--- config.mk ---
export PLATFORM = sky130hd
export DESIGN_NAME = cache_ctrl_flat
export DESIGN_NICKNAME = d
export VERILOG_FILES = /design/src/rtl/cache_ctrl_if.sv /design/src/rtl/cache_ctrl.sv /design/src/flat_wrapper.sv
export SDC_FILE = /design/constraint.sdc
export NUM_CORES = 1
export LEC_CHECK = 0
export CORE_MARGIN = 2
export CORE_UTILIZATION = 34
export CTS_BUF_LIST = sky130_fd_sc_hd__clkbuf_2
export CTS_CLUSTER_SIZE = 28
export DETAILED_ROUTE_END_ITERATION = 12
export PLACE_DENSITY_LB_ADDON = 0.12
export SETUP_SLACK_MARGIN = 0.05
export SYNTH_ARGS = -nofsm -noshare
export SYNTH_HDL_FRONTEND = slang
export SYNTH_SLANG_ARGS = --single-unit
--- constraint.sdc ---
create_clock -name clk -period 2.3 [get_ports clk]
set_input_delay 0.23 -clock clk [delete_from_list [all_inputs] [get_ports clk]]
set_output_delay 0.23 -clock clk [all_outputs]
set_load 0.05 [all_outputs]
--- src/rtl/cache_ctrl_if.sv ---
// cache_ctrl_if
//   The bundle of signals between the miss controller, the CPU load/store port,
//   the cache arrays and main memory.
//   master : the miss controller (cache_ctrl). It drives stall, the writeback
//            word select, the refill strobes and the memory request.
//   slave  : the environment. It drives the CPU request, the cache lookup
//            results, the victim data and the memory response.
interface cache_ctrl_if #(
    parameter int DATA_WIDTH = 32,
    parameter int TAG_WIDTH  = 27
);
    // CPU port
    logic                  cpu_rd_en;
    logic                  cpu_wr_en;
    logic [DATA_WIDTH-1:0] cpu_addr;
    logic                  stall;
    // cache arrays
    logic                  c_hit;
    logic                  c_dirty;
    logic [TAG_WIDTH-1:0]  c_victim_tag;
    logic [1:0]            wb_word;
    logic [DATA_WIDTH-1:0] wb_data;
    logic                  fill_en;
    logic [1:0]            fill_word;
    logic [DATA_WIDTH-1:0] fill_data;
    logic                  fill_done;
    // main memory
    logic                  mem_req;
    logic                  mem_we;
    logic [DATA_WIDTH-1:0] mem_addr;
    logic [DATA_WIDTH-1:0] mem_wdata;
    logic                  mem_ack;
    logic [DATA_WIDTH-1:0] mem_rdata;

    modport master (
        input  cpu_rd_en, cpu_wr_en, cpu_addr, c_hit, c_dirty, c_victim_tag,
               wb_data, mem_ack, mem_rdata,
        output stall, wb_word, fill_en, fill_word, fill_data, fill_done,
               mem_req, mem_we, mem_addr, mem_wdata
    );

    modport slave (
        output cpu_rd_en, cpu_wr_en, cpu_addr, c_hit, c_dirty, c_victim_tag,
               wb_data, mem_ack, mem_rdata,
        input  stall, wb_word, fill_en, fill_word, fill_data, fill_done,
               mem_req, mem_we, mem_addr, mem_wdata
    );
endinterface

--- src/rtl/cache_ctrl.sv ---
// cache_ctrl
//   Miss-handling controller for a 2-line, 4-word-block direct-mapped data
//   cache. Hits pass through with no stall. A miss stalls the CPU, writes a
//   dirty victim back word by word, refills the requested block over a req/ack
//   memory handshake, then pulses fill_done so the cache can set tag/valid.
//
// Ports
//   clk, rst : rising-edge clock, asynchronous active-high reset
//   bus      : cache_ctrl_if.master (CPU port, cache array port, memory port)
//   hit_count, miss_count : performance counters, present only when the
//              CACHE_CTRL_PERF_EN macro is defined
//
// Optional feature macro: CACHE_CTRL_PERF_EN
module cache_ctrl #(
    parameter int DATA_WIDTH = 32,
    parameter int BLOCK_SIZE = 4,
    parameter int TAG_WIDTH  = 27
) (
    input  logic         clk,
    input  logic         rst,
    cache_ctrl_if.master bus
`ifdef CACHE_CTRL_PERF_EN
    ,
    output logic [31:0]  hit_count,
    output logic [31:0]  miss_count
`endif
);
    localparam logic [1:0] LAST_K = 2'(BLOCK_SIZE - 1);

    typedef enum logic [1:0] {IDLE, WRITEBACK, REFILL, DONE} state_t;

    state_t                 state;
    logic [1:0]             k;
    // Only the block address of the miss is kept; the byte/word offset is
    // replaced by k when forming memory addresses.
    logic [DATA_WIDTH-1:4]  miss_hi;
    logic [TAG_WIDTH-1:0]   victim_tag;

    logic access, miss, last;
    assign access = bus.cpu_rd_en | bus.cpu_wr_en;
    assign miss   = (state == IDLE) & access & ~bus.c_hit;
    assign last   = (k == LAST_K);

    always_ff @(posedge clk or posedge rst) begin
        if (rst) begin
            state      <= IDLE;
            k          <= '0;
            miss_hi    <= '0;
            victim_tag <= '0;
        end else begin
            case (state)
                IDLE: if (miss) begin
                    miss_hi    <= bus.cpu_addr[DATA_WIDTH-1:4];
                    victim_tag <= bus.c_victim_tag;
                    k          <= '0;
                    state      <= bus.c_dirty ? WRITEBACK : REFILL;
                end
                // k+1 wraps 3 -> 0 exactly on the leaving transition.
                WRITEBACK: if (bus.mem_ack) begin
                    k <= k + 2'd1;
                    if (last) state <= REFILL;
                end
                REFILL: if (bus.mem_ack) begin
                    k <= k + 2'd1;
                    if (last) state <= DONE;
                end
                DONE: state <= IDLE;
                default: state <= IDLE;
            endcase
        end
    end

    // Outputs are decoded from the registered state and k. stall and the
    // refill strobes also see live inputs, so everything is gated by rst to
    // keep all outputs low while reset is held.
    always_comb begin
        bus.stall     = 1'b0;
        bus.wb_word   = '0;
        bus.fill_en   = 1'b0;
        bus.fill_word = '0;
        bus.fill_data = '0;
        bus.fill_done = 1'b0;
        bus.mem_req   = 1'b0;
        bus.mem_we    = 1'b0;
        bus.mem_addr  = '0;
        bus.mem_wdata = '0;
        if (!rst) begin
            bus.stall = (state != IDLE) | (access & ~bus.c_hit);
            case (state)
                WRITEBACK: begin
                    bus.mem_req   = 1'b1;
                    bus.mem_we    = 1'b1;
                    // Victim shares the miss set index; only the tag differs.
                    bus.mem_addr  = {victim_tag, miss_hi[4], k, 2'b00};
                    bus.wb_word   = k;
                    bus.mem_wdata = bus.wb_data;
                end
                REFILL: begin
                    bus.mem_req  = 1'b1;
                    bus.mem_addr = {miss_hi, k, 2'b00};
                    if (bus.mem_ack) begin
                        bus.fill_en   = 1'b1;
                        bus.fill_word = k;
                        bus.fill_data = bus.mem_rdata;
                    end
                end
                DONE: bus.fill_done = 1'b1;
                default: ;
            endcase
        end
    end

`ifdef CACHE_CTRL_PERF_EN
    always_ff @(posedge clk or posedge rst) begin
        if (rst) begin
            hit_count  <= '0;
            miss_count <= '0;
        end else begin
            if (state == IDLE && access && bus.c_hit) hit_count <= hit_count + 32'd1;
            if (miss) miss_count <= miss_count + 32'd1;
        end
    end
`endif
endmodule
--- src/flat_wrapper.sv ---
// flat-port wrapper written by rule: the top's interface ports become plain ports
module cache_ctrl_flat 
#(
    parameter int DATA_WIDTH = 32,
    parameter int BLOCK_SIZE = 4,
    parameter int TAG_WIDTH  = 27
)
  (clk, rst, bus_cpu_rd_en, bus_cpu_wr_en, bus_cpu_addr, bus_c_hit, bus_c_dirty, bus_c_victim_tag, bus_wb_data, bus_mem_ack, bus_mem_rdata, bus_stall, bus_wb_word, bus_fill_en, bus_fill_word, bus_fill_data, bus_fill_done, bus_mem_req, bus_mem_we, bus_mem_addr, bus_mem_wdata);
  cache_ctrl_if #(.DATA_WIDTH(DATA_WIDTH), .TAG_WIDTH(TAG_WIDTH)) bus_i ();
  input  logic clk;
  input  logic rst;
  input wire logic [$bits(bus_i.cpu_rd_en)-1:0] bus_cpu_rd_en;
  input wire logic [$bits(bus_i.cpu_wr_en)-1:0] bus_cpu_wr_en;
  input wire logic [$bits(bus_i.cpu_addr)-1:0] bus_cpu_addr;
  input wire logic [$bits(bus_i.c_hit)-1:0] bus_c_hit;
  input wire logic [$bits(bus_i.c_dirty)-1:0] bus_c_dirty;
  input wire logic [$bits(bus_i.c_victim_tag)-1:0] bus_c_victim_tag;
  input wire logic [$bits(bus_i.wb_data)-1:0] bus_wb_data;
  input wire logic [$bits(bus_i.mem_ack)-1:0] bus_mem_ack;
  input wire logic [$bits(bus_i.mem_rdata)-1:0] bus_mem_rdata;
  output wire logic [$bits(bus_i.stall)-1:0] bus_stall;
  output wire logic [$bits(bus_i.wb_word)-1:0] bus_wb_word;
  output wire logic [$bits(bus_i.fill_en)-1:0] bus_fill_en;
  output wire logic [$bits(bus_i.fill_word)-1:0] bus_fill_word;
  output wire logic [$bits(bus_i.fill_data)-1:0] bus_fill_data;
  output wire logic [$bits(bus_i.fill_done)-1:0] bus_fill_done;
  output wire logic [$bits(bus_i.mem_req)-1:0] bus_mem_req;
  output wire logic [$bits(bus_i.mem_we)-1:0] bus_mem_we;
  output wire logic [$bits(bus_i.mem_addr)-1:0] bus_mem_addr;
  output wire logic [$bits(bus_i.mem_wdata)-1:0] bus_mem_wdata;
  assign bus_i.cpu_rd_en = bus_cpu_rd_en;
  assign bus_i.cpu_wr_en = bus_cpu_wr_en;
  assign bus_i.cpu_addr = bus_cpu_addr;
  assign bus_i.c_hit = bus_c_hit;
  assign bus_i.c_dirty = bus_c_dirty;
  assign bus_i.c_victim_tag = bus_c_victim_tag;
  assign bus_i.wb_data = bus_wb_data;
  assign bus_i.mem_ack = bus_mem_ack;
  assign bus_i.mem_rdata = bus_mem_rdata;
  assign bus_stall = bus_i.stall;
  assign bus_wb_word = bus_i.wb_word;
  assign bus_fill_en = bus_i.fill_en;
  assign bus_fill_word = bus_i.fill_word;
  assign bus_fill_data = bus_i.fill_data;
  assign bus_fill_done = bus_i.fill_done;
  assign bus_mem_req = bus_i.mem_req;
  assign bus_mem_we = bus_i.mem_we;
  assign bus_mem_addr = bus_i.mem_addr;
  assign bus_mem_wdata = bus_i.mem_wdata;
  cache_ctrl #(.DATA_WIDTH(DATA_WIDTH), .BLOCK_SIZE(BLOCK_SIZE), .TAG_WIDTH(TAG_WIDTH)) u_core (.clk(clk), .rst(rst), .bus(bus_i));
endmodule
* Word-level counts from Yosys, hierarchy flattened *
Cells that the tools add are included.
Widths: inputs -> output; s select.

storage, ports and cells
  bits in registers = 59
  input bits = 130
  output and inout port bits = 105
  logic and storage cells = 60

operators by class
  add/sub/neg operators = 1
  equal/unequal tests = 10
  mux-type cells = 32
  bitwise operators = 6
  reduce and logical (&&, ||, !) cells = 7

operators with widths
  cell                 count
  $mux 32              6
  $pmux 32 s2          1
  $mux 2               13
  $mux 1               10
  $ne 2x1->1 const B   4
  $pmux 2 s4           1
  $eq 2x2->1 const B   3
  $reduce_and 5->1     1
  $ne 2x2->1 const B   2
  $pmux 2 s2           1
  $reduce_bool 2->1    2
  $and 1x1->1          3
  $reduce_and 3->1     1
  $add 2x1->2 const B  1
  $eq 2x1->1 const B   1
  $logic_not 2->1      1
  $or 1x1->1           2
  $reduce_and 2->1     1
  $reduce_or 2->1      1
  $not 1->1            1

* Logic depth before layout (Yosys ltp) *
Gate-level depths: netlist of the first run.

  depth in word-level cells = 5
  mapped depth = 6
  gate-level depth less buffers = 5

* Least setup slack after synthesis of the first run *
No wires, ideal clock.

  path kind = in2out
  start = input port rst
  end = output port bus_mem_addr[2]
  arrival time = 2863 ps
  data required time = 2070 ps
  setup slack = -793 ps
  cell stages on the path = 3
  buffers on the path = 0
  cells stage by stage = inv_1 -> nand2_1 -> nor3_1

on the way
  word-level cells in the longest chain between the ends = 1

RTL lines
  item             line                RTL
  start, declared  flat_wrapper.sv:11  input logic rst;
  $mux 32          cache_ctrl.sv:87    if (!rst) begin
  end, declared    flat_wrapper.sv:29  output wire logic [$bits(bus_i.mem_addr)-1:0] bus_mem_addr;

No other way between the ends.

* Worst setup path in the final report of the first run *
  start = register u_core.state[0]
  end = output port bus_fill_data[31]

on the way
  word-level cells in the longest chain between the ends = 3

RTL lines
  item                    line                RTL
  start, declared         cache_ctrl.sv:32    state_t state;
  start signal, assigned  cache_ctrl.sv:56    state <= bus.c_dirty ? WRITEBACK : REFILL;
  $eq 2x2->1              cache_ctrl.sv:89    case (state)
  $mux 32                 cache_ctrl.sv:89
  $mux 32                 cache_ctrl.sv:87
  end, declared           flat_wrapper.sv:25  output wire logic [$bits(bus_i.fill_data)-1:0] bus_fill_data;

No other way between the ends.

==> results of run 1 <==
## cells by family after synthesis
family,Yosys count
other,1
adders and majority gates,9
buffers and inverters,29
muxes,58
AOI/OAI and AO/OA,40
and+or+nand+nor,111
DFF,59
## placed cells by master (no fill, tap or decap), types with 3 or more instances in the layout
master                            count
sky130_fd_sc_hd__clkdlybuf4s50_1    125
sky130_fd_sc_hd__buf_12              71
sky130_fd_sc_hd__dfrtp_1             59
sky130_fd_sc_hd__and2_4              57
sky130_fd_sc_hd__mux2_4              50
sky130_fd_sc_hd__buf_6               36
sky130_fd_sc_hd__a22oi_1             16
sky130_fd_sc_hd__buf_4               15
sky130_fd_sc_hd__nor2_4              12
sky130_fd_sc_hd__a22oi_2             11
sky130_fd_sc_hd__nor2_2              11
sky130_fd_sc_hd__and2_1               9
sky130_fd_sc_hd__clkbuf_2             9
sky130_fd_sc_hd__nor2_1               8
sky130_fd_sc_hd__mux2_2               5
sky130_fd_sc_hd__o21ai_0              4
sky130_fd_sc_hd__inv_1                4
sky130_fd_sc_hd__ha_1                 4
sky130_fd_sc_hd__buf_8                4
sky130_fd_sc_hd__mux2i_1              3
sky130_fd_sc_hd__ha_4                 3
sky130_fd_sc_hd__clkinv_2             3
## sequential cells by signal, summed over array words and instances, names as in the netlist
register and count:
u_core.k 2, u_core.miss_hi 28, u_core.state 2, u_core.victim_tag 27
## metrics by stage
stage	setup WS [ns]	hold WS, ns
after global placement	0.3678	0.4866
after global routing	-0.02752	0.3035
after floorplan	-0.1127	0.3338
final	0.09893	0.3430
after detailed placement	0.3626	0.4886
after CTS	0.02449	0.3112
## worst reg2reg max path, stage by stage (launching register included)
cell and delay [ns]:
sky130_fd_sc_hd__dfrtp_1 0.44, sky130_fd_sc_hd__buf_4 0.17, sky130_fd_sc_hd__ha_2 0.21, sky130_fd_sc_hd__buf_6 0.16, sky130_fd_sc_hd__nor2_1 0.25, sky130_fd_sc_hd__o221ai_1 0.26, sky130_fd_sc_hd__mux2i_1 0.22
## Yosys cell counts
master and instances:
sky130_fd_sc_hd__and2_1 66, sky130_fd_sc_hd__dfrtp_1 59, sky130_fd_sc_hd__mux2_4 50, sky130_fd_sc_hd__nor2_1 31, sky130_fd_sc_hd__a22oi_1 27, sky130_fd_sc_hd__ha_1 9, sky130_fd_sc_hd__buf_2 8, sky130_fd_sc_hd__clkbuf_1 7
sky130_fd_sc_hd__inv_1 7, sky130_fd_sc_hd__buf_12 5, sky130_fd_sc_hd__mux2_2 5, sky130_fd_sc_hd__o21ai_0 4, sky130_fd_sc_hd__mux2i_1 3, sky130_fd_sc_hd__nand2_1 3, sky130_fd_sc_hd__nor2b_1 3, sky130_fd_sc_hd__nor3_1 3
sky130_fd_sc_hd__a21oi_1 2, sky130_fd_sc_hd__buf_4 2, sky130_fd_sc_hd__nand3b_1 2, sky130_fd_sc_hd__o211ai_1 2, sky130_fd_sc_hd__o21bai_1 2, sky130_fd_sc_hd__a211o_2 1, sky130_fd_sc_hd__conb_1 1, sky130_fd_sc_hd__nand2_8 1
sky130_fd_sc_hd__nand3_1 1, sky130_fd_sc_hd__nor4bb_1 1, sky130_fd_sc_hd__o21ba_4 1, sky130_fd_sc_hd__o221ai_1 1
## layout make-up
class                   count  area, um2
multi-input cells         220       2282
fillers                   716       2823
clock buffers               9      45.04
inverters                   7      30.03
flip-flops and latches     59       1476
well taps                 136      170.2
clock inverters             7      43.79
repair buffers            255       3361
## report_power, final
| part | leakage (nW) | total [mW] | switching, mW | internal (mW) |
|---|---|---|---|---|
| combinational | 2.49 | 5.38 | 2.66 | 2.72 |
| clock | 0.0595 | 0.557 | 0.418 | 0.139 |
| sequential | 0.703 | 1.91 | 0.347 | 1.56 |
| total | 3.26 | 7.85 | 3.43 | 4.42 |
## worst max path at each step
| stage | start | end | slack, ns | depth (start not counted) |
|---|---|---|---|---|
| floorplan | rst | bus_mem_addr[2] | -0.11 | 3 |
| global placement | rst | bus_mem_addr[3] | 0.37 | 6 |
| detailed placement | u_core.state[0] | u_core.victim_tag[14] | 0.36 | 4 |
| CTS | u_core.state[1] | bus_fill_data[10] | 0.02 | 7 |
| global route | u_core.state[0] | bus_fill_data[31] | -0.03 | 7 |
| finish | u_core.state[0] | bus_fill_data[31] | 0.1 | 7 |
## repair_timing
action,in CTS,in global routing
buffers inserted,6,5
cloned,5,2
gates resized for setup,53,125
pin swaps,1,14
setup endpoints to repair,98,90
## per-layer routing
layer  routed length (um)  up-vias  part of all wire  global-route usage
li1                     -     1537                 -                   -
met1                 5067     1625              0.39              0.2504
met2                 6828      143              0.52              0.3883
met3                  939       25             0.072             0.06560
met4                  280        2             0.021             0.06579
met5                   13        -           0.00099                   0
==> parameters.txt, run 1 <==
Parameter                              Value

Worst setup path
  Critical register-to-register path endpoint ... u_core.state[1]
  Data arrival time of the critical path ... 1.97 ns
  CP required ... 2.07 ns
  Worst-path maximum fanout ... 8
  Cell-by-cell trace of the critical path ... inv_2, ha_4, nand2_4, nor2_4, bufbuf_16, and2_4, buf_12
  Setup crit end kind ... output port
  Slowest-stage cell, CP ... sky130_fd_sc_hd__dfrtp_1
  Startpoint of the worst-slack reg-to-reg timing path ... u_core.state[0]
  Reg-to-reg slack, setup ... 0.51 ns
  CP top delay family ... buffers and inverters
  Biggest cell delay along the critical path ... approximately 0.44 ns
  Crit path buf inv count ... 3
  Class of the most critical setup path ... reg -> out
  Type of origin of the critical path ... flip-flop
  Depth of the worst register-to-register path ... 6

Timing
  Final Max Tran Viols ... 0
  Final hold violation count ... 0
  Post-route fraction of the period consumed by the critical path ... 0.9570
  Min Clock Period, post-route ... 2.201 ns
  Highest attainable clock frequency ... 0.4543 GHz
  Worst rel slew slack ... 0.4898
  Maximum clock skew at final layout ... roughly 0.021 ns
  Unrepaired setup endpoints after global routing ... true
  Slew at the pin closest to its max-slew limit ... 0.7653 ns
  Final setup violation count ... 0
  Total negative slack ... 0 ns

Detailed routing
  Via density per instance ... 4.808
  Total via count in the routed design ... 3332
  Remaining antenna violation count ... 0
  TritonRoute pass-1 iters ... 4
  Drt total wl ... 13130 um
  Post-DR wirelength/cell ... about 19 um
  DRC violations left ... 0
  Starting DRT DRC Count ... 181

Synthesis
  Post-synthesis area per instance ... 11.59 um2
  Number of library cell types mapped by synthesis ... 28
  Ranking of synthesized cells by area ... sky130_fd_sc_hd__dfrtp_1 (41%), sky130_fd_sc_hd__mux2_4 (21%), sky130_fd_sc_hd__and2_1 (12%)
  Number of warning messages in the yosys log ... 0
  Mux cell area share after synthesis ... 0.2351
  Post-Synth Adder-Cell Area ... 0.03163
  Main combinational cell family by area after synthesis ... multiplexers
  Library cell occupying the most area in the post-synthesis netlist ... sky130_fd_sc_hd__dfrtp_1
  Flip-flop and latch count after synthesis ... 59
  Simple logic cell fraction of the synthesized area ... 0.1754
  Share of the synthesized area in the top cell type ... 0.4148
  Post-synthesis xor/xnor area fraction ... 0
  Sequential share of the synthesized area ... 0.4148
  Post-Synthesis Cell Area ... 3560 um2
  Synth Area in Compound Gates ... 0.08366
  Synthesized netlist cell count ... 307

Floorplan
  Horizontal die dimension ... 106.3 um
  Initial core utilization ... 0.3479
  Height of the die ... 106.3 um
  Placeable core region ... 10230 um2
  Number of rows in the core area ... 37
  I/O pin count ... 235
  Die footprint ... 11300 um2

Placement
  Cell count after placement ... 659
  Post-DP HPWL ... 8944 um
  Port buffer count ... 228
  Placed Instance Area ... 6501 um2
  Routability congestion estimate ... 0.8312

Finish
  Growth of design area from synthesis to finish ... 108.1%
  Non-filler instance count after layout ... 693
  Cell area after layout ... approximately 7400 um2
  Proportion of layout cells with a drive suffix above 1 ... 0.5512
  Final standard cell utilization of the core ... 0.7241
  Antenna diodes ... 0
  Number of nets in the layout ... 691

Pwr
  Cell area power density ... around 1100 nW/um2
  Final total power ... 7.847 mW
  Max VDD drop ... 575.4 uV
  Standby leakage power ... 3.255 nW

Clocking
  CTS H-tree lvls ... 3
  Number of hold-repair buffers added at the cts stage ... 0
  CTS tree ... done
  Maximum count of clock buffers along a single path ... 2
  CTS Root Cell ... sky130_fd_sc_hd__clkbuf_2
  Source-to-sink clock delay at the later pin of the worst-skew pair ... 0.48 ns
  Number of CTS-inserted buffers ... 9
  Clock-pin transition on the worst setup and hold timing paths ... about 0.19 ns
  Number of sinks driven by the clock tree ... 59

Worst hold path
  Hold path start ... bus_c_victim_tag[18]
  Hold Crit Depth ... 2
  Worst hold path type ... in -> reg
  Min-Delay Endpoint ... u_core.victim_tag[18]

Run status
  Result of the run ... completed

GRT
  Largest net degree at the start of global routing ... 60
  Remaining global-route overflow ... 0
  First-pass GRT wire length ... between 15000 and 20000 um
  Antenna violations before repair ... 1
  Overall global routing resource usage ... 0.2180
  Via count of the first global-routing pass ... 3505

Run
  Total of max-cap violations ... 0
Power figures use the tool's default switching activity.
==> run 2: changes to the inputs <==
--- a/config.mk
+++ b/config.mk
@@ -5,6 +5,7 @@
 export SDC_FILE = /design/constraint.sdc
 export NUM_CORES = 1
 export LEC_CHECK = 0
+export ABC_AREA = 0
 export CORE_MARGIN = 2
 export CORE_UTILIZATION = 34
 export CTS_BUF_LIST = sky130_fd_sc_hd__clkbuf_2
==> results of run 2 <==
The final DEF is identical to that of run 1; final timing and power are the same.
